### src/rtl/gtech_deser8.sv
// Serial-to-parallel deserializer with DV/DRDY handshake, sticky overrun and frame sync.
// Define GTECH_DESER8_PARITY_EN to add a 9th parity bit per word and the PERR output.
module gtech_deser8 #(
  parameter int unsigned MSB_FIRST = 0,
  parameter int unsigned ODD_PAR   = 0
) (
  input  logic       CP,
  input  logic       CD,
  input  logic       SI,
  input  logic       SE,
  input  logic       SYNC,
  input  logic       DRDY,
  input  logic       CLR_OVF,
  output logic [7:0] DOUT,
  output logic       DV,
  output logic       BUSY,
  output logic       OVF
`ifdef GTECH_DESER8_PARITY_EN
  ,
  output logic       PERR
`endif
);

`ifdef GTECH_DESER8_PARITY_EN
  localparam logic [3:0] LAST_CNT = 4'd8;
  typedef enum logic [1:0] {IDLE, SHIFT, PAR} state_t;
`else
  localparam logic [3:0] LAST_CNT = 4'd7;
  typedef enum logic {IDLE, SHIFT} state_t;
`endif

  state_t     state;
  state_t     nxt_state;
  logic [7:0] sr;
  logic [7:0] base_sr;
  logic [7:0] shifted;
  logic [7:0] word;
  logic [3:0] cnt;
  logic [3:0] base_cnt;
  logic [3:0] nxt_cnt;
  logic       done;
  logic       accept;
`ifdef GTECH_DESER8_PARITY_EN
  logic       word_perr;
`else
  logic       unused_odd_par;
  assign unused_odd_par = (ODD_PAR != 0);
`endif

  // SYNC acts as if the counter and shift register were already cleared, so an
  // SE on the same edge lands as bit 0 of a fresh word.
  always_comb begin
    base_cnt  = SYNC ? '0 : cnt;
    base_sr   = SYNC ? '0 : sr;
    shifted   = (MSB_FIRST != 0) ? {base_sr[6:0], SI} : {SI, base_sr[7:1]};
    done      = SE && (base_cnt == LAST_CNT);
    accept    = !DV || DRDY;
    nxt_cnt   = base_cnt;
    if (SE) nxt_cnt = done ? '0 : base_cnt + 4'd1;
`ifdef GTECH_DESER8_PARITY_EN
    word      = base_sr;
    word_perr = ((^base_sr) ^ SI) != (ODD_PAR != 0);
`else
    word      = shifted;
`endif
    nxt_state = SHIFT;
    if (nxt_cnt == '0) nxt_state = IDLE;
`ifdef GTECH_DESER8_PARITY_EN
    else if (nxt_cnt == LAST_CNT) nxt_state = PAR;
`endif
  end

  assign BUSY = (state != IDLE);

  always_ff @(posedge CP or negedge CD) begin
    if (!CD) begin
      state <= IDLE;
      cnt   <= '0;
      sr    <= '0;
      DOUT  <= '0;
      DV    <= 1'b0;
      OVF   <= 1'b0;
`ifdef GTECH_DESER8_PARITY_EN
      PERR  <= 1'b0;
`endif
    end else begin
      state <= nxt_state;
      cnt   <= nxt_cnt;
      if (SE) sr <= done ? '0 : shifted;
      else    sr <= base_sr;

      if (done && accept) begin
        DOUT <= word;
        DV   <= 1'b1;
`ifdef GTECH_DESER8_PARITY_EN
        PERR <= word_perr;
`endif
      end else if (DV && DRDY) begin
        DV <= 1'b0;
      end

      // A fresh overrun wins over a simultaneous clear request.
      if (done && !accept) OVF <= 1'b1;
      else if (CLR_OVF)    OVF <= 1'b0;
    end
  end

endmodule

### config.mk
export PLATFORM = sky130hd
export DESIGN_NAME = gtech_deser8
export DESIGN_NICKNAME = d
export VERILOG_FILES = /design/src/rtl/gtech_deser8.sv
export SDC_FILE = /design/constraint.sdc
export NUM_CORES = 1
export LEC_CHECK = 0
export BUFFER_PORTS_ARGS = -buffer_cell sky130_fd_sc_hd__buf_4
export CAP_MARGIN = 5
export CELL_PAD_IN_SITES_DETAIL_PLACEMENT = 1
export CELL_PAD_IN_SITES_GLOBAL_PLACEMENT = 2
export CORE_MARGIN = 10
export CORE_UTILIZATION = 37
export DETAILED_ROUTE_END_ITERATION = 16
export GPL_TIMING_DRIVEN = 0
export PLACE_DENSITY = 0.8
export SLEW_MARGIN = 20
export SYNTH_ARGS = -nofsm -noshare
export SYNTH_HDL_FRONTEND = slang
export SYNTH_SLANG_ARGS = --single-unit
### constraint.sdc
create_clock -name CP -period 3.6 [get_ports CP]
set_input_delay 0.9 -clock CP [delete_from_list [all_inputs] [get_ports CP]]
set_output_delay 0.9 -clock CP [all_outputs]
set_load 0.01 [all_outputs]
Yosys cells after proc, flatten, opt, wreduce, memory -nomap -nowiden
Index checks and enable logic that the tools add are counted.
{"block": "totals", "input_bits": 7, "mem_bits_ro": 0, "reg_bits": 22, "elab_cells": 29, "latchBits": 0, "ramBits": 0, "n_memories": 0, "output_inout_bits": 11}
{"block": "classes", "n_mul": 0, "eq_ne": 1, "reduce_logical": 10, "add_sub_neg": 1, "bitwise": 0, "div": 0, "shifts": 0, "mux": 11, "magnitude_cmp": 0}
{"op": "8-bit 2-to-1 mux", "count": 3}
{"op": "4-bit 2-to-1 mux", "count": 3}
{"op": "1-bit 2-to-1 mux", "count": 5}
{"op": "4-bit by 1-bit adder with 4-bit output (second input constant)", "count": 1}
{"op": "4-bit by 3-bit == test with 1-bit output (second input constant)", "count": 1}
{"op": "1-bit logical AND", "count": 4}
{"op": "4-bit logical NOT", "count": 1}
{"op": "2-bit nonzero test", "count": 2}
{"op": "1-bit logical NOT", "count": 2}
{"op": "1-bit logical OR", "count": 1}

Longest topological paths before layout
Gate-level depths: netlist of run 1.
{"block": "depth", "depth_word": 7, "ltp_mapped": 7, "depth_no_buf": 6}

Least setup slack after synthesis of run 1
No wires, ideal clock.
{"block": "synth_path", "path_kind": "input to register", "from": "input port SYNC", "to": "register DOUT[0]", "stages": 7, "setup_ns": 0.125, "n_path_buf": 2, "path_slack_ns": 1.080, "arrival_ns": 2.395, "t_required_ns": 3.475, "path_cell_list": "clkbuf_1 -> buf_2 -> nor2_1 -> ha_1 -> and4bb_4 -> nand3_4 -> mux2_4"}
{"block": "synth_between", "elab_chain_len": 4, "elab_cells_between_ends": 5, "classes_between": "eq/ne (1); mux (2); reduce/logical (2)"}
{"element": "from (decl)", "line": "11", "source": "input logic SYNC,"}
{"element": "4-bit 2-to-1 mux", "line": "53", "source": "base_cnt = SYNC ? '0 : cnt;"}
{"element": "4-bit by 3-bit == test with 1-bit output", "line": "56", "source": "done = SE && (base_cnt == LAST_CNT);"}
{"element": "1-bit logical AND", "line": "56"}
{"element": "1-bit logical AND", "line": "92", "source": "if (done && accept) begin"}
{"element": "to (signal assigned)", "line": "93", "source": "DOUT <= word;"}
{"element": "to (decl)", "line": "14", "source": "output logic [7:0] DOUT,"}
Parallel ways exist; a longest one is shown, timed or not. The select of a mux whose other input is x is not followed.
A chain may end at the register's enable or synchronous reset.

Final worst setup path of run 1
{"block": "layout_path", "from": "input port SYNC", "to": "register DOUT[5]"}
Same word-level chain as after synthesis.

==> run summary, run 1 <==
hold buffers post-CTS -> 0
Die H -> 73.11 um
worst setup margin -> 0.9728 ns
Worst Reg-to-Reg Cells -> 6
Clock power frac -> 31.3%
max-capacitance violation count -> 0
drt total wl -> 2.242 mm
post-synthesis xor/xnor area fraction -> 2.518%
worst clock skew -> 0.003423 ns
CP Class -> in -> reg
CTS tree -> done
switching power total -> 0.0001058 W
core area -> 0.002734 sq mm
combinational power share -> 9.7%
FILL cells -> 305
RSZ-0062 raised after global routing -> false
Synthesized Nets -> 100
FF-to-FF Start -> cnt[0]
Via-to-Cell Ratio -> 4.972
worst r2r dst -> DOUT[5]
Avg WL per Cell -> 15.68 um
most frequent cells in the layout -> dfrtp_1, buf_4, nand2_1
worst slew pin tran -> 0.4556 ns
Compound-Gate Fraction of Synth Area -> 6.715%
Peak supply drop -> 0.0002367 V
power per cell area -> 355.7 mW/mm^2
Pwr Total -> 0.0004406 W
Worst R2R Setup Slack -> 1.72 ns
Syn-to-layout area delta -> 18.71%
final instance count without filler cells -> 143
P_int -> 0.0003348 W
Setup TNS -> 0 ns
Resize count post-CTS -> 0
antenna violations before repair -> 0
total number of vias -> 711
Synth Cell Area -> 0.001044 sq mm
fraction of layout cells with a size suffix above 1 -> 30.36%
Ant. Diodes -> 0
placed insts -> 139
crit-path max FO -> 10
Slew headroom -> 69.63%
fraction of the mapped netlist area in simple logic gates -> 22.42%
Ports -> 18
clock buffer depth -> 2
largest family of logic cells by synthesized area -> simple AND/OR/NAND/NOR gates
Reg area -> 550.5 sq um
Row Count -> 19
most common cell after layout, fill and taps aside -> dfrtp_1
DRC -> 0
syn_area_per_cell -> 11.34 sq um
Reg power frac -> 59.0%
Yosys cell types -> 29
Final Max Slew Viols -> 0
Setup crit end kind -> register
initial cell density of the core -> 38.17%
Total GRT Usage -> 8.905%
post-route ant nets -> 0
Setup Viol. Count Final -> 0
Worst-Skew Late Latency -> 0.30 ns
Sw Ratio -> 24.02%
Post-Synthesis Cells -> 92
vias in the first global route -> 746
Num CTS Buffers -> 3
status -> finished, final reports clean
DP HPWL -> 1.610 mm
crit start category -> primary input
Post-Place Setup Slack -> 0.6108 ns
arrival time worst endpoint -> 2.83 ns
GR Overflow Total -> 0
area of the multi-input gates -> 457.9 sq um
first-pass GRT wire length -> 3.781 mm
Synth Area in Adders -> 1.199%
clk sinks -> 22
H-tree depth -> 1
post-synthesis mux area share -> 11.03%
sequential share of the synthesized area -> 52.76%
port buffer count -> 16
DRT iter0 DRCs -> 31
Hold Violations, Final -> 0
pin count of the biggest net entering global routing -> 23
Critical path destination -> DOUT[5]
CTS clk-pin slew, worst paths -> 0.13 ns
GPL Wtd Cong -> 0.8118
Leakage -> 0.6019 nW
dominant cells by area after synthesis -> dfrtp_1, mux2_4, nand2_1
Ys Warns -> 0
min-delay worst type -> in -> async
Die X -> 73.11 um
die area -> 0.005344 sq mm
fin util -> 45.31%
Worst EP required -> 3.80 ns
Yosys reg bits -> 22
Final Cycle Share -> 72.98%
setup bufs post-CTS -> 0
top cell type's share of synthesized area -> 52.76%
Worst Setup SP -> SYNC
Max Freq -> 380.6 MHz
cell accounting for the most synthesized area -> dfrtp_1
drt first pass iters -> 4
min cycle time layout -> 2.627 ns
nets@finish -> 121
CTS root buffer -> clkbuf_4
==> critical path: stages <==
cell,delay (ns)
buf_4,0.11
clkbuf_1,0.23
buf_2,0.26
nor2_1,0.20
ha_1,0.29
and4bb_4,0.31
nand3_4,0.18
mux2_4,0.34
==> worst min-delay path by stage <==
stage	cells past startpoint	from	end
after floorplan	2	sr[1]	sr[1]
after global placement	1	DOUT[5]	DOUT[5]
after detailed placement	1	DOUT[0]	DOUT[0]
after CTS	1	CD	DOUT[4]
after global routing	1	CD	DOUT[4]
final	1	CD	DOUT[4]
==> logic make-up (layout without fill, tap and decap cells) <==
logic type / Yosys count / in the layout
xor+xnor: 3 / 3
simple gates: 39 / 39
mux: 8 / 8
buf+inv: 8 / 28
compound gates: 11 / 11
fa+ha+maj: 1 / 1
flops: 22 / 22
==> flip-flops by register name, indices dropped and copies added (netlist names) <==
name	flops
DOUT	8
BUSY	1
sr	7
DV	1
cnt	4
OVF	1
==> metrics by stage <==
step | cell area (sq um) | hold WS, ns
after CTS | 1239 | 0.4645
after detailed placement | 1202 | 0.4986
after floorplan | 1044 | 0.5047
after global placement | 1202 | 0.4951
final | 1239 | 0.4589
after global routing | 1239 | 0.4524
==> power by group through the flow <==
stage | clock network [W] | logic [W] | registers, W
after global routing | 0.000153 | 0.0000493 | 0.000261
after floorplan | 0 | 0.0000238 | 0.000265
after detailed placement | 0 | 0.0000438 | 0.000265
final | 0.000138 | 0.0000428 | 0.000260
after CTS | 0.000141 | 0.0000440 | 0.000260
after global placement | 0 | 0.0000429 | 0.000264
==> routing by layer <==
layer,GRT usage (%),part of all wire (%),wire length (um),up-vias
met1,11.34,47,1048,350
li1,-,-,-,354
met3,2.449,3.1,70,2
met5,0,0,0,-
met2,14.23,49,1107,5
met4,2.532,0.62,14,0
==> Yosys cell counts, drive strengths merged <==
| master | n |
|---|---|
| a21oi | 6 |
| and4bb | 1 |
| o21ba | 1 |
| buf | 2 |
| nor2b | 8 |
| nand2b | 4 |
| o2bb2ai | 1 |
| nor2 | 1 |
| inv | 3 |
| o22ai | 2 |
| xor2 | 1 |
| nand2 | 13 |
| dfrtp | 22 |
| clkinv | 1 |
| xnor2 | 2 |
| nand4b | 1 |
| mux2i | 1 |
| nand4 | 1 |
| or4 | 1 |
| clkbuf | 2 |
| nand3 | 7 |
| ha | 1 |
| o32ai | 1 |
| mux2 | 7 |
| nand3b | 2 |
==> area by class of cell <==
cell class / count / area share (%)
well taps: 31 / 3.131
multi-input cells: 62 / 36.97
inverters: 4 / 1.212
plain buffers: 4 / 1.616
repair buffers: 16 / 9.697
clock buffers: 4 / 2.929
flip-flops and latches: 22 / 44.44
Power figures use the tool's default switching activity.
==> run 2, diff against run 1 <==
ABC_AREA = 1   (was not set)
CORE_UTILIZATION = 32   (was 37)
PLACE_DENSITY = 0.75   (was 0.8)
clock period = 2.5 ns   (was 3.6 ns; I/O delays follow)
==> run 2 against run 1 <==
Setup slack worse by 0.20 ns. Synthesized cell count is 22% higher. Register-to-register slack worse by 0.90 ns. Combinational power is 36% higher. Power is 60% higher. Critical path depth is 3 higher. Die area is 10% higher. First-iteration DRC count is 9.7% lower. Non-clock buffer count is 1 higher. Clock power is 100% higher. Wire length is 6.3% higher. Critical path type unchanged.
==> run summary, run 2 <==
status -> finished, final reports clean
most common cell after layout, fill and taps aside -> nand2_1
Worst-Skew Late Latency -> 0.31 ns
FILL cells -> 375
syn_area_per_cell -> 9.205 sq um
number of synthesized flops with an enable pin -> 0
first-pass GRT wire length -> 4.229 mm
Post-synth ARST share -> 100.0%
final instance area -> 0.001266 sq mm
arrival time worst endpoint -> 1.94 ns
min-delay worst type -> in -> async
CTS clk-pin slew, worst paths -> 0.14 ns
fraction of layout cells with a size suffix above 1 -> 31.58%
post-route ant nets -> 0
antenna violations before repair -> 0
Num CTS Buffers -> 3
Setup Viol. Count Final -> 0
P_int -> 0.0005482 W
Slew headroom -> 80.78%
Die H -> 76.76 um
crit-path max FO -> 10
Yosys cell types -> 18
DP HPWL -> 1.899 mm
Reg power frac -> 52.5%
Setup crit end kind -> register
Clock power frac -> 39.3%
drt first pass iters -> 2
worst clock skew -> 0.008773 ns
CTS tree -> done
Resize count post-CTS -> 0
clock buffer depth -> 2
Yosys reg bits -> 22
Post-Synthesis Cells -> 112
worst slew pin tran -> 0.2884 ns
most frequent cell after synthesis -> nand2_1
cell accounting for the most synthesized area -> dfrtp_1
max incr delay on CP -> 0.22 ns
Total GRT Usage -> 8.521%
Ports -> 18
Ys Warns -> 0
Row Count -> 20
switching power total -> 0.0001584 W
max FFs per register -> 8
Worst EP required -> 2.71 ns
drt total wl -> 2.383 mm
Setup TNS -> 0 ns
nets@finish -> 142
Final Cycle Share -> 69.21%
H-tree depth -> 1
Max Freq -> 577.9 MHz
fin util -> 41.14%
Synthesized Nets -> 120
DRC -> 0
Sw Ratio -> 22.42%
port buffer count -> 17
Peak supply drop -> 0.0002512 V
clk sinks -> 22
crit start category -> primary input
sequential share of the synthesized area -> 53.40%
most frequent cells in the layout -> nand2_1, dfrtp_1, buf_4
Leakage -> 0.6649 nW
Via-to-Cell Ratio -> 4.525
Final Max Slew Viols -> 0
GR Overflow Total -> 0
Syn-to-layout area delta -> 22.82%
CP bufs+invs -> 3
DRT iter0 DRCs -> 28
total number of vias -> 801
vias in the first global route -> 863
initial cell density of the core -> 33.50%
core area -> 0.003078 sq mm
Die X -> 76.76 um
Hold Violations, Final -> 0
combinational power share -> 8.2%
Top delay family on crit path -> simple AND/OR/NAND/NOR gates
CP Cell Sequence -> buf_4, nor2_1, ha_1, nand2_1, inv_2, nand2_4, nor2_8, nand2_4, buf_6, nand2_2, o21ai_2
setup bufs post-CTS -> 0
RSZ-0062 raised after global routing -> false
synth cell count leaders -> nand2_1, dfrtp_1, inv_1
Synth Cell Area -> 0.001031 sq mm
CTS root buffer -> clkbuf_4
top cell type's share of synthesized area -> 53.40%
max-capacitance violation count -> 0
largest registers -> DOUT: 8 flops, sr: 7 flops, cnt: 4 flops
Avg WL per Cell -> 13.46 um
power per cell area -> 558.1 mW/mm^2
die area -> 0.005892 sq mm
pin count of the biggest net entering global routing -> 23
Ant. Diodes -> 0
dominant cells by area after synthesis -> dfrtp_1, nand2_1, o21ai_2
CP Class -> in -> reg
ys flop type -> dfrtp_1
Slowest cell on crit path -> nor2_1
Biggest register -> DOUT
placed instance area -> 0.001214 sq mm
hold buffers post-CTS -> 0
Crit path top cell by count -> nand2_4
GPL Wtd Cong -> 0.7558
min cycle time layout -> 1.730 ns
-- run 2: metal layers --
metal  global-route usage, %  vias up  routed length (um)
met1                   10.31      384                1158
met4                   2.230        0                  14
met5                       0        -                   0
met2                   14.25       12                1103
li1                        -      403                   -
met3                   2.564        2                 106
-- run 2: power groups by stage --
stage / clock [W] / sequential, W / combinational [W]
after detailed placement: 0 / 0.000378 / 0.0000604
after CTS: 0.000286 / 0.000371 / 0.0000610
after global placement: 0 / 0.000377 / 0.0000583
after global routing: 0.000302 / 0.000372 / 0.0000676
after floorplan: 0 / 0.000378 / 0.0000283
final: 0.000277 / 0.000371 / 0.0000583
-- run 2: cell type report --
type	instances	area [sq um]	share of cell area [%]
repair buffers	17	127.6	10.08
plain buffers	4	26.28	2.075
multi-input cells	70	394.1	31.13
clock inverters	1	30.03	2.372
inverters	16	60.06	4.743
clock buffers	3	22.52	1.779
well taps	44	55.05	4.348
flip-flops and latches	22	550.5	43.48
-- run 2: kinds of logic after synthesis --
kind of cell / count (synthesis) / share of synthesized area (%)
AND/OR/NAND/NOR: 51 / 24.88
flip-flops: 22 / 53.40
buffers and inverters: 20 / 8.374
AO/OA/AOI/OAI: 18 / 12.13
adder cells (fa/ha/maj): 1 / 1.213
-- run 2: through the flow --
step	setup WS [ns]	total power (W)	hold slack [ns]	cells
final	0.7697	0.0007067	0.1755	177
after global routing	0.6929	0.0007418	0.1676	177
after CTS	0.7551	0.0007178	0.1803	177
after detailed placement	0.4097	0.0004383	0.4679	173
after global placement	0.4677	0.0004353	0.4556	173
after floorplan	0.7822	0.0004059	0.3294	112
-- run 2: worst paths after layout --
check / start / end / slack [ns] / depth (start not counted)
max in group asynchronous: CD / DOUT[6] / 2.10 / 1
max: SYNC / DOUT[6] / 0.77 / 11
min in group CP: DOUT[7] / DOUT[7] / 0.50 / 2
max reg2reg: cnt[0] / DOUT[6] / 0.82 / 11
min reg2reg: DOUT[7] / DOUT[7] / 0.50 / 2
min: CD / DOUT[7] / 0.18 / 1
-- run 2: worst register-to-register path: cells and delay by family, from the launching register on --
family / cells / cell delay (ns)
adder cells (fa/ha/maj): 1 / 0.18
AND/OR/NAND/NOR: 6 / 0.67
buffers and inverters: 3 / 0.32
flip-flops: 1 / 0.38
AO/OA/AOI/OAI: 1 / 0.04
==> run 3, diff against run 2 <==
CORE_UTILIZATION = 29   (was 32)
PLACE_DENSITY = 0.72   (was 0.75)
clock period = 1.45 ns   (was 2.5 ns; I/O delays follow)
==> run 3 against run 2 <==
Combinational power rose by 120%. Core utilization increased by 1.6 points. Clock skew down 0.0065 ns. Register-to-register slack lost 0.80 ns. Wire length is 3.4% higher. Clock-buffer cell count is the same. Non-clock buffer count rose by 10. Sequential cell count unchanged. Sequential share of layout area decreased by 5.4 points. Critical path type is now reg -> reg. Largest power group unchanged.
==> run summary, run 3 (synthesized netlist as in run 2, its figures left out) <==
Ant. Diodes -> 0
drt total wl -> 2.465 mm
final instance count without filler cells -> 188
Max Freq -> 697.1 MHz
CTS tree -> done
core area -> 0.003390 sq mm
total number of vias -> 860
RSZ-0062 raised after global routing -> true
drt first pass iters -> 4
Worst-Skew Late Latency -> 0.30 ns
arrival time worst endpoint -> 1.64 ns
status -> finished, final reports clean
Slew headroom -> 81.07%
Final Cycle Share -> 98.94%
placed insts -> 175
CTS clk-pin slew, worst paths -> 0.11 ns
Die X -> 79.63 um
worst hold slack -> 0.2312 ns
H-tree depth -> 1
Setup crit end kind -> register
Syn-to-layout area delta -> 40.41%
clock buffer depth -> 2
Row Count -> 21
port buffer count -> 17
power per cell area -> 721.0 mW/mm^2
Worst Reg-to-Reg Cells -> 11
FF-to-FF Start -> cnt[1]
Num CTS Buffers -> 3
Die H -> 79.63 um
first-pass GRT wire length -> 4.271 mm
Ports -> 18
fraction of layout cells with a size suffix above 1 -> 45.07%
min cycle time layout -> 1.435 ns
Clock power frac -> 26.4%
M1 wire length -> 984 um
CTS root buffer -> clkbuf_4
die area -> 0.006340 sq mm
DP HPWL -> 1.829 mm
post-route ant nets -> 0
Total GRT Usage -> 8.366%
pin count of the biggest net entering global routing -> 23
Leakage -> 0.7315 nW
switching power total -> 0.0002651 W
Biggest register -> DOUT
Setup Viol. Count Final -> 0
combinational power share -> 12.4%
min-delay worst type -> in -> reg
initial cell density of the core -> 30.42%
metal3 WL -> 160 um
min-delay src -> CLR_OVF
GPL Wtd Cong -> 0.6851
vias in the first global route -> 928
Peak supply drop -> 0.0003062 V
P_int -> 0.0007786 W
worst slew pin tran -> 0.2839 ns
most frequent cells in the layout -> buf_4, dfrtp_1, nand2_1
antenna violations before repair -> 0
crit start category -> register
Sw Ratio -> 25.40%
Worst Setup SP -> cnt[1]
Hold Violations, Final -> 0
hold depth -> 2
most common cell after layout, fill and taps aside -> buf_4
DRC -> 0
Via-to-Cell Ratio -> 4.574
Avg WL per Cell -> 13.11 um
worst clock skew -> 0.002306 ns
largest registers -> DOUT: 8 flops, sr: 7 flops, cnt: 4 flops
routed wl met2 -> 1.321 mm
fin util -> 42.71%
CP Class -> reg -> reg
nets@finish -> 152
Final Max Slew Viols -> 0
clk sinks -> 22
crit-path max FO -> 5
Reg power frac -> 61.2%
max-capacitance violation count -> 0
max FFs per register -> 8
Worst EP required -> 1.66 ns
GR Overflow Total -> 0
DRT iter0 DRCs -> 55
Top Metal Used -> met3
[run 3: power by group through the flow]
| stage | combinational [W] | clock (W) | sequential [W] |
|---|---|---|---|
| after global placement | 0.000102 | 0 | 0.000650 |
| after CTS | 0.000114 | 0.000289 | 0.000638 |
| after global routing | 0.000148 | 0.000323 | 0.000642 |
| final | 0.000130 | 0.000275 | 0.000639 |
| after floorplan | 0.0000506 | 0 | 0.000651 |
| after detailed placement | 0.000104 | 0 | 0.000650 |
[run 3: final cells by class]
class                      count  area [sq um]
inverter                      16         62.56
sequential                    22         550.5
fill                         382          1942
timing repair buffer          27         232.7
tap                           46         57.56
multi-input combinational     70         491.7
buffer                         4         30.03
clock buffer                   3         22.52
[run 3: what timing repair did]
action                                  CTS  global route
cloned                                    1             0
buffers inserted                          6             2
resized for setup                        13            14
endpoints found under the hold margin    22             0
pin swaps                                 4             5
hold buffers                              1             0
endpoints found under the setup margin    9            17
[run 3: layer usage]
layer / vias up / GRT usage [%]
li1: 424 / -
met1: 422 / 8.787
met2: 14 / 15.45
met3: 0 / 3.829
met4: 0 / 0.5376
met5: - / 0
[run 3: final timing paths]
check                      endpoint  slack [ns]
max                         DOUT[6]        0.02
min                             OVF        0.23
max reg2reg                 DOUT[6]        0.02
min reg2reg                 DOUT[2]        0.50
max in group asynchronous        DV        0.76
min in group asynchronous   DOUT[3]        0.47
[run 3: metrics by stage]
stage	TNS [ns]	instance area, sq um	total power [W]	worst slack (ns)
after floorplan	0	1036	0.0007016	0.03783
final	0	1448	0.001044	0.01540
after CTS	-0.4569	1365	0.001041	-0.06403
after global placement	-2.001	1221	0.0007517	-0.2607
after detailed placement	-2.435	1221	0.0007539	-0.2944
after global routing	-0.7714	1448	0.001114	-0.09977
[run 3: critical path: stages (launching register included)]
cell	delay, ns
dfrtp_1	0.38
inv_2	0.05
nor2_4	0.13
ha_4	0.15
nand2_4	0.05
inv_4	0.05
nand2_4	0.06
nor2_8	0.12
nand2_8	0.09
buf_8	0.15
nand2_2	0.05
o21ai_2	0.05
